<file path="src/rtl/fic_apb_pkg.sv">
// fic_apb_pkg: shared types and constants for the FIC_0 APB slot multiplexer
package fic_apb_pkg;
  typedef enum logic [1:0] {IDLE, SSETUP, SACCESS, RESP} state_t;
  localparam int APB_DW = 32;
  localparam logic [APB_DW-1:0] ERR_RDATA_DEF = 32'hDEAD_BEEF;
  function automatic int idx_w(input int n);
    return n > 1 ? $clog2(n) : 1;
  endfunction
endpackage

</file>
<file path="src/rtl/apb_timeout_cnt.sv">
// apb_timeout_cnt: counts ACCESS cycles and flags the last one allowed before abort
module apb_timeout_cnt #(
  parameter int TIMEOUT_CYCLES = 256
) (
  input  logic clk,
  input  logic rst_n,
  input  logic load,
  input  logic en,
  output logic expired
);
  localparam int CW = TIMEOUT_CYCLES > 0 ? $clog2(TIMEOUT_CYCLES + 1) : 1;
  localparam logic [CW-1:0] LAST = CW'(TIMEOUT_CYCLES > 0 ? TIMEOUT_CYCLES - 1 : 0);
  logic [CW-1:0] cnt;
  always_ff @(posedge clk or negedge rst_n)
    if (!rst_n) cnt <= '0;
    else cnt <= load ? '0 : en ? cnt + 1'b1 : cnt;
  assign expired = TIMEOUT_CYCLES != 0 && cnt == LAST;
endmodule

</file>
<file path="src/rtl/fic_apb_slot_mux.sv">
// fic_apb_slot_mux: decodes the FIC_0 APB window onto NUM_SLOTS re-timed fabric slaves
module fic_apb_slot_mux
  import fic_apb_pkg::*;
#(
  parameter int                NUM_SLOTS      = 4,
  parameter int                SLOT_AW        = 12,
  parameter logic [31:0]       BASE_ADDR      = 32'h5000_0000,
  parameter int                TIMEOUT_CYCLES = 256,
  parameter logic [APB_DW-1:0] ERR_RDATA      = ERR_RDATA_DEF,
  localparam int               IDX_W          = idx_w(NUM_SLOTS)
) (
  input  logic                        FIC_0_CLK,
  input  logic                        FAB_RESET_N,
  input  logic [31:0]                 PADDR,
  input  logic                        PSEL,
  input  logic                        PENABLE,
  input  logic                        PWRITE,
  input  logic [APB_DW-1:0]           PWDATA,
  output logic [APB_DW-1:0]           PRDATA,
  output logic                        PREADY,
  output logic                        PSLVERR,
  output logic [NUM_SLOTS-1:0]        S_PSEL,
  output logic [SLOT_AW-1:0]          S_PADDR,
  output logic                        S_PENABLE,
  output logic                        S_PWRITE,
  output logic [APB_DW-1:0]           S_PWDATA,
  input  logic [APB_DW*NUM_SLOTS-1:0] S_PRDATA,
  input  logic [NUM_SLOTS-1:0]        S_PREADY,
  input  logic [NUM_SLOTS-1:0]        S_PSLVERR,
  input  logic                        CLR_STATUS,
  output logic                        TIMEOUT_IRQ,
  output logic [IDX_W-1:0]            ERR_SLOT
);
  localparam int HI = SLOT_AW + IDX_W;
  state_t state, next;
  logic [IDX_W-1:0] slot, dec_slot;
  logic [APB_DW-1:0] rdata_q;
  logic hit, setup, rdy, expired, timeout, err_q;
  assign dec_slot = PADDR[SLOT_AW +: IDX_W];
  assign hit      = PADDR[31:HI] == BASE_ADDR[31:HI] && 32'(dec_slot) < NUM_SLOTS;
  assign setup    = PSEL & ~PENABLE;
  assign rdy      = S_PREADY[slot];
  assign timeout  = state == SACCESS && !rdy && expired;
  always_comb begin
    next = state == IDLE    ? (setup ? (hit ? SSETUP : RESP) : IDLE)
         : state == SSETUP  ? SACCESS
         : state == SACCESS ? (rdy || expired ? RESP : SACCESS)
         : IDLE;
  end
  always_ff @(posedge FIC_0_CLK or negedge FAB_RESET_N)
    if (!FAB_RESET_N) state <= IDLE;
    else state <= next;
  // rdata defaults to ERR_RDATA at setup so misses and timeouts need no extra load
  always_ff @(posedge FIC_0_CLK or negedge FAB_RESET_N)
    if (!FAB_RESET_N) begin
      slot        <= '0;
      S_PADDR     <= '0;
      S_PWDATA    <= '0;
      S_PWRITE    <= 1'b0;
      rdata_q     <= '0;
      err_q       <= 1'b0;
      TIMEOUT_IRQ <= 1'b0;
      ERR_SLOT    <= '0;
    end else begin
      if (state == IDLE && setup) begin
        slot     <= dec_slot;
        S_PADDR  <= PADDR[SLOT_AW-1:0];
        S_PWDATA <= PWDATA;
        S_PWRITE <= PWRITE;
        rdata_q  <= ERR_RDATA;
        err_q    <= ~hit;
      end
      if (state == SACCESS && rdy) begin
        rdata_q <= S_PWRITE ? '0 : S_PRDATA[APB_DW*slot +: APB_DW];
        err_q   <= S_PSLVERR[slot];
      end else if (timeout) begin
        rdata_q <= ERR_RDATA;
        err_q   <= 1'b1;
      end
      TIMEOUT_IRQ <= timeout | (TIMEOUT_IRQ & ~CLR_STATUS);
      if (timeout) ERR_SLOT <= slot;
    end
  apb_timeout_cnt #(.TIMEOUT_CYCLES(TIMEOUT_CYCLES)) u_cnt (
    .clk(FIC_0_CLK), .rst_n(FAB_RESET_N),
    .load(state == SSETUP), .en(state == SACCESS), .expired(expired)
  );
  assign S_PSEL    = state == SSETUP || state == SACCESS ? NUM_SLOTS'(1) << slot : '0;
  assign S_PENABLE = state == SACCESS;
  assign PREADY    = state == RESP;
  assign PRDATA    = PREADY ? rdata_q : '0;
  assign PSLVERR   = PREADY & err_q;
endmodule
</file>
<file path="config.mk">
export PLATFORM = sky130hd
export DESIGN_NAME = fic_apb_slot_mux
export DESIGN_NICKNAME = d
export VERILOG_FILES = /design/src/rtl/fic_apb_pkg.sv /design/src/rtl/apb_timeout_cnt.sv /design/src/rtl/fic_apb_slot_mux.sv
export SDC_FILE = /design/constraint.sdc
export NUM_CORES = 1
export LEC_CHECK = 0
export BUFFER_PORTS_ARGS = -buffer_cell sky130_fd_sc_hd__buf_4
export CORE_AREA = 2 2 112 114
export DETAILED_ROUTE_END_ITERATION = 8
export DIE_AREA = 0 0 114 116
export GPL_TIMING_DRIVEN = 0
export PLACE_DENSITY = 0.8
export SLEW_MARGIN = 20
export SYNTH_ARGS = -nofsm -noshare
export SYNTH_HDL_FRONTEND = slang
export SYNTH_SLANG_ARGS = --single-unit
</file>
<file path="constraint.sdc">
create_clock -name FIC_0_CLK -period 3.1 [get_ports FIC_0_CLK]
set_input_delay 0.62 -clock FIC_0_CLK [delete_from_list [all_inputs] [get_ports FIC_0_CLK]]
set_output_delay 0.62 -clock FIC_0_CLK [all_outputs]
set_load 0.02 [all_outputs]
</file>
==> results of run 1 <==
synth_stat cells:
| master | instances | share of area |
|---|---|---|
| a211oi_4 | 1 | 0.0040 |
| a21oi_1 | 5 | 0.0050 |
| a22o_1 | 8 | 0.014 |
| a2bb2oi_1 | 4 | 0.0069 |
| a2bb2oi_2 | 20 | 0.059 |
| and2_1 | 35 | 0.043 |
| and3_1 | 2 | 0.0025 |
| and3b_1 | 1 | 0.0017 |
| buf_1 | 4 | 0.0030 |
| buf_2 | 7 | 0.0069 |
| buf_6 | 2 | 0.0045 |
| clkbuf_1 | 17 | 0.013 |
| clkinv_1 | 1 | 0.00074 |
| dfrtp_1 | 94 | 0.47 |
| ha_1 | 6 | 0.015 |
| inv_1 | 5 | 0.0037 |
| mux2_2 | 2 | 0.0045 |
| mux2i_1 | 3 | 0.0059 |
| mux4_2 | 34 | 0.15 |
| nand2_1 | 146 | 0.11 |
| nand2b_1 | 26 | 0.032 |
| nand3_1 | 3 | 0.0030 |
| nand3_2 | 1 | 0.0020 |
| nand3b_1 | 2 | 0.0030 |
| nand4_1 | 3 | 0.0037 |
| nor2_1 | 10 | 0.0074 |
| nor3_1 | 2 | 0.0020 |
| nor3b_1 | 1 | 0.0015 |
| nor4_1 | 3 | 0.0037 |
| nor4b_1 | 1 | 0.0017 |
| o21ai_0 | 1 | 0.00099 |
| o22ai_1 | 3 | 0.0037 |
| o2bb2ai_1 | 3 | 0.0052 |
| o311ai_2 | 1 | 0.0032 |
| o31ai_1 | 1 | 0.0015 |
| xnor2_1 | 2 | 0.0035 |
| xor2_1 | 1 | 0.0017 |
state kept, by name, indices dropped and copies added (netlist names):
register and flops:
ERR_SLOT 2, slot 2, u_cnt.cnt 9, rdata_q 32
TIMEOUT_IRQ 1, S_PWDATA 32, state 2, S_PWRITE 1
S_PADDR 12, err_q 1
through the flow:
step / power, uW / setup slack (ns) / cell area, um2 / hold slack [ns] / cells
finish: 6800 / 0.198 / 7730 / 0.361 / 916
detailed placement: 5720 / 0.500 / 7430 / 0.467 / 900
global route: 7210 / 0.0415 / 7730 / 0.419 / 916
global placement: 5580 / 0.568 / 7420 / 0.460 / 900
CTS: 6850 / 0.134 / 7730 / 0.399 / 916
floorplan: 4350 / 1.00 / 5050 / 0.324 / 461
power by group:
group,switching (uW),internal (uW)
logic,1820,1700
clock network,472,649
registers,392,1770
layer usage:
metal / track usage / vias up
met5: 0 / -
met4: 0.115 / 2
met3: 0.0711 / 31
met2: 0.439 / 238
met1: 0.294 / 2288
li1: - / 2194
layout make-up:
cell class,instances,share of cell area
buffer,30,0.0176
clock buffer,11,0.0314
clock inverter,5,0.00745
inverter,6,0.00291
multi-input combinational,331,0.328
sequential,94,0.304
tap,147,0.0238
timing repair buffer,292,0.284
worst min path at each step:
| stage | startpoint | endpoint | cells past startpoint |
|---|---|---|---|
| 3_5_place_dp | S_PWDATA[4]$_DFFE_PN0P_ | S_PWDATA[4]$_DFFE_PN0P_ | 2 |
| 2_1_floorplan | FAB_RESET_N | ERR_SLOT[0]$_DFFE_PN0P_ | 0 |
| 3_3_place_gp | S_PWDATA[4]$_DFFE_PN0P_ | S_PWDATA[4]$_DFFE_PN0P_ | 2 |
| 4_1_cts | FAB_RESET_N | rdata_q[23]$_DFFE_PN0P_ | 1 |
| 5_1_grt | FAB_RESET_N | rdata_q[23]$_DFFE_PN0P_ | 1 |
| 6_report | FAB_RESET_N | rdata_q[23]$_DFFE_PN0P_ | 1 |
kinds of logic after synthesis:
kind of cell,count (synthesis),synth area share
AO/OA/AOI/OAI,47,0.104
flip-flops,94,0.466
adder cells (fa/ha/maj),6,0.0149
multiplexers,39,0.162
AND/OR/NAND/NOR,236,0.216
XOR/XNOR,3,0.00521
buffers and inverters,36,0.0315
==> results.txt, run 1 <==
Fillers = 955
Multi-input logic area = 2540 um2
Worst Path Max Fanout = 10
Crit path DAT = 2.28 ns
Yosys warnings = 0
M1 WL = 6350 um
Number of buffers created by CTS = 9
Antenna diodes = 0
Mapped cell area = 5050 um2
Worst-margin pin slew = 0.863 ns
Min Tclk post-route = 2.90 ns
Hold Vio Cnt, Final = 0
Worst-path clk slew = 0.07 ns
Hold-fix buffers at CTS = 0
Pin count of the biggest net entering global routing = 95
Top Ports = 293
Die Footprint = 13200 um2
CP top delay family = buffers and inverters
Status = finished clean
First-pass GRT wire length = 25600 um
WP depth = 4
Drt via density = 5.19
Vias in the first global route = 5019
Power Density = 880 nW/um2
Final layout net count = 976
Die Width = 114 um
Worst setup path class = reg -> out
Total gr overflow = 0
CTS max path bufs = 2
Startpoint Class = flip-flop
Syn Area/Cell = 10.9 um2
CTS Sinks = 94
Setup bufs post-CTS = 0
CP startpoint = slot[1]$_DFFE_PN0P_
Register area share after synthesis = 0.466
Initial antenna violation count = 1
DR pass1 iterations = 4
Worst Path Required = 2.48 ns
Clk root buf = clkbuf_16
R2r setup slk = 0.84 ns
Share of cells above drive strength 1 = 0.488
Final period util = 0.936
FF-to-FF End = rdata_q[20]$_DFFE_PN0P_
Tot GR Track Use = 0.253
Setup TNS = 0 ns
Post-CTS Resized = 0
Sequential cell area = 2350 um2
CP max stage cell = buf_1
Row count = 40
Setup crit end = S_PSEL[3]
CP endpoint kind = output pin
Final setup fails = 0
Worst Clk Skew = 0.00900 ns
Routability cong. = 0.870
Layout Utilization = 0.649
Worst-skew pair later-pin latency = 0.35 ns
Slew margin rel. = 0.425
Final Routed Wirelength = 17000 um
Max Freq = 345 MHz
Max incr delay on CP = 0.56 ns
DIE HEIGHT = 116 um
Worst hold path class = in -> async
Reg2Reg Depth = 4
DR top layer = met5
Peak supply drop = 0.000494 V
Most common cell after layout, fill and taps aside = buf_4
Critical path buffers and inverters = 3
Synth-to-Final Area Change = 53.1%
#FFs+latches synth = 94
Max Cap Viol = 0
DRC viols = 0
H-tree depth = 3
Most frequent cells in the layout = buf_4, nand2_1, dfrtp_1
Met2 wire len = 8590 um
Port bufs = 292
RSZ-0062 raised after global routing = no
Post-DRT Antenna Nets = 0
Core area = 11900 um2
Final Max Tran Viols = 0
Starting DRT DRC Count = 276
HPWL after DPL = 13500 um
Leak = 0.00387 uW
CP Cell Sequence = buf_1, clkbuf_1, and3_1, buf_4
Reg2reg start = slot[1]$_DFFE_PN0P_
Net Count, Synth = 673
Routed length per instance = 18.5 um
DR vias = 4753
CTS tree = built
Starting Density = 0.424
Mapped Cells = 461
Met3 Wirelength = 1500 um
Library cells used by synthesis = 37
No activity file was read; power rests on OpenSTA's default activity.
==> run 2, diff against run 1 <==
--- a/config.mk
+++ b/config.mk
@@ -6,11 +6,11 @@
 export NUM_CORES = 1
 export LEC_CHECK = 0
 export BUFFER_PORTS_ARGS = -buffer_cell sky130_fd_sc_hd__buf_4
-export CORE_AREA = 2 2 112 114
+export CORE_AREA = 2 2 114 116
 export DETAILED_ROUTE_END_ITERATION = 8
-export DIE_AREA = 0 0 114 116
+export DIE_AREA = 0 0 116 118
 export GPL_TIMING_DRIVEN = 0
-export PLACE_DENSITY = 0.8
+export PLACE_DENSITY = 0.78
 export SLEW_MARGIN = 20
 export SYNTH_ARGS = -nofsm -noshare
 export SYNTH_HDL_FRONTEND = slang
==> constraint.sdc (replaced) <==
create_clock -name FIC_0_CLK -period 2.89 [get_ports FIC_0_CLK]
set_input_delay 0.578 -clock FIC_0_CLK [delete_from_list [all_inputs] [get_ports FIC_0_CLK]]
set_output_delay 0.578 -clock FIC_0_CLK [all_outputs]
set_load 0.02 [all_outputs]
==> results.txt, run 2 (same netlist as run 1, synthesis figures left out) <==
Status = finished clean
Most common cell after layout, fill and taps aside = buf_4
Final Max Tran Viols = 0 (unchanged)
Number of buffers created by CTS = 9 (unchanged)
Worst Path Max Fanout = 13 (+3)
Die Footprint = 13700 um2 (+3.5%)
Antenna diodes = 0 (unchanged)
Total gr overflow = 0 (unchanged)
DIE HEIGHT = 118 um (+1.7%)
H-tree depth = 3 (unchanged)
CP top delay family = flip-flops
Setup bufs post-CTS = 0 (unchanged)
CTS max path bufs = 2 (unchanged)
Post-DRT Antenna Nets = 0 (unchanged)
Worst setup path class = reg -> out
Worst Path Required = 2.31 ns (-0.17 ns)
Share of cells above drive strength 1 = 0.488 (about the same)
Final Routed Wirelength = 17100 um (+0.98%)
Power Density = 931 nW/um2 (+5.7%)
HPWL after DPL = 13800 um (+1.7%)
Worst-path clk slew = 0.06 ns (about the same)
Starting Density = 0.407 (-0.0172)
Startpoint Class = flip-flop
Drt via density = 5.01 (-3.5%)
Die Width = 116 um (+1.8%)
Worst setup margin = 0.319 ns (+0.120 ns)
Max Freq = 389 MHz
Peak supply drop = 0.000498 V (+0.88%)
Core area = 12400 um2 (+4.2%)
Tot GR Track Use = 0.248 (-0.00496)
RSZ-0062 raised after global routing = no
CTS tree = built
Slew margin rel. = 0.411 (-0.0134)
Hold-fix buffers at CTS = 0 (unchanged)
Design area = 7730 um2 (about the same)
Row count = 41 (+2.5%)
DR vias = 4702 (-1.1%)
Reg2reg start = state[0]$_DFF_PN0_
Routability cong. = 0.862 (-0.94%)
Routed length per instance = 18.2 um (-1.5%)
Crit path DAT = 1.99 ns (-0.29 ns)
DRC viols = 0 (unchanged)
R2r setup slk = 0.73 ns (-0.11 ns)
DR pass1 iterations = 5 (+1)
Vias in the first global route = 5125 (+2.1%)
Min Tclk post-route = 2.57 ns
CP max stage cell = dfrtp_1
Placed cell area = 7460 um2 (+0.42%)
Dpl ws = 0.267 ns (-0.233 ns)
CP endpoint kind = output pin
Pin count of the biggest net entering global routing = 95 (unchanged)
WP depth = 3 (-1)
CP Cell Sequence = clkbuf_1, and3_1, buf_4
Layout Utilization = 0.623 (-0.0260)
Final setup fails = 0 (unchanged)
First-pass GRT wire length = 26400 um (+3.1%)
Setup TNS = 0 ns (unchanged)
Initial antenna violation count = 0 (-1)
CP startpoint = slot[1]$_DFFE_PN0P_
FF-to-FF End = S_PWDATA[14]$_DFFE_PN0P_
Worst-margin pin slew = 0.883 ns (+0.0201 ns)
Reg2Reg Depth = 7 (+3)
Top Ports = 293 (unchanged)
Hold Vio Cnt, Final = 0 (unchanged)
Clk root buf = clkbuf_16
Critical path buffers and inverters = 2 (-1)
Worst Clk Skew = 0.00695 ns (-0.00205 ns)
Worst-skew pair later-pin latency = 0.33 ns (-0.02 ns)
Worst hold path class = in -> async
CTS Sinks = 94 (unchanged)
Final period util = 0.890
Final layout net count = 975 (-0.10%)
Max incr delay on CP = 0.79 ns (+0.23 ns)
Post-CTS Resized = 0 (unchanged)
Most frequent cells in the layout = buf_4, nand2_1, dfrtp_1
Synth-to-Final Area Change = 53.2% (about the same)
Regs by FF count = S_PWDATA x32, rdata_q x32, S_PADDR x12
Setup crit end = S_PSEL[3]
Port bufs = 292 (unchanged)
Starting DRT DRC Count = 214 (-22%)
Max Cap Viol = 0 (unchanged)
Leak = 0.00385 uW (-0.53%)
==> run 2: cell count changes in the layout (fill, tap and decap cells not counted) <==
cell	delta
clkbuf_8	+1
buf_1	-1
bufinv_16	-1
clkinvlp_4	+2
clkinv_4	-1
clkinv_2	-1
inv_6	-1
==> run 2: worst min path at each step <==
stage	start	end	slack, ns	cells after the start
2_1_floorplan	FAB_RESET_N	ERR_SLOT[0]$_DFFE_PN0P_	0.28	0
3_3_place_gp	S_PWDATA[17]$_DFFE_PN0P_	S_PWDATA[17]$_DFFE_PN0P_	0.46	2
3_5_place_dp	S_PWDATA[6]$_DFFE_PN0P_	S_PWDATA[6]$_DFFE_PN0P_	0.47	2
4_1_cts	FAB_RESET_N	rdata_q[17]$_DFFE_PN0P_	0.39	1
5_1_grt	FAB_RESET_N	rdata_q[17]$_DFFE_PN0P_	0.43	1
6_report	FAB_RESET_N	rdata_q[26]$_DFFE_PN0P_	0.33	1
==> run 2: per-layer routing <==
metal | track usage | wire [um] | vias up
met1 | 0.287 | 6510 | 2241
met5 | 0 | 0 | -
met2 | 0.441 | 8670 | 226
met3 | 0.0561 | 1390 | 40
li1 | - | - | 2195
met4 | 0.0967 | 550 | 0
==> run 2: worst register-to-register path, stage by stage (launching register included) <==
cell and delay, ns:
dfrtp_1 0.40, inv_1 0.09, ha_1 0.21, and3b_1 0.32, clkbuf_1 0.48, buf_1 0.42
nand2_1 0.10, nand2_1 0.08
==> run 2: cell type report <==
cell class | count | area (um2)
Fill cell | 1051 | 4680
Multi-Input combinational cell | 331 | 2540
Sequential cell | 94 | 2350
Timing Repair Buffer | 292 | 2200
Clock buffer | 12 | 256
Tap cell | 172 | 215
Buffer | 29 | 133
Inverter | 6 | 22.5
Clock inverter | 3 | 20.0
==> run 2: power breakdown <==
part,internal (uW),switching (uW)
Combinational,1820,1940
Clock,625,482
Sequential,1890,434
==> run 2: stage by stage <==
| stage | hold slack [ns] | std cells | total power, uW |
|---|---|---|---|
| floorplan | 0.282 | 461 | 4670 |
| global placement | 0.461 | 925 | 6010 |
| detailed placement | 0.466 | 925 | 6140 |
| CTS | 0.385 | 939 | 7260 |
| global route | 0.426 | 939 | 7640 |
| finish | 0.325 | 939 | 7200 |
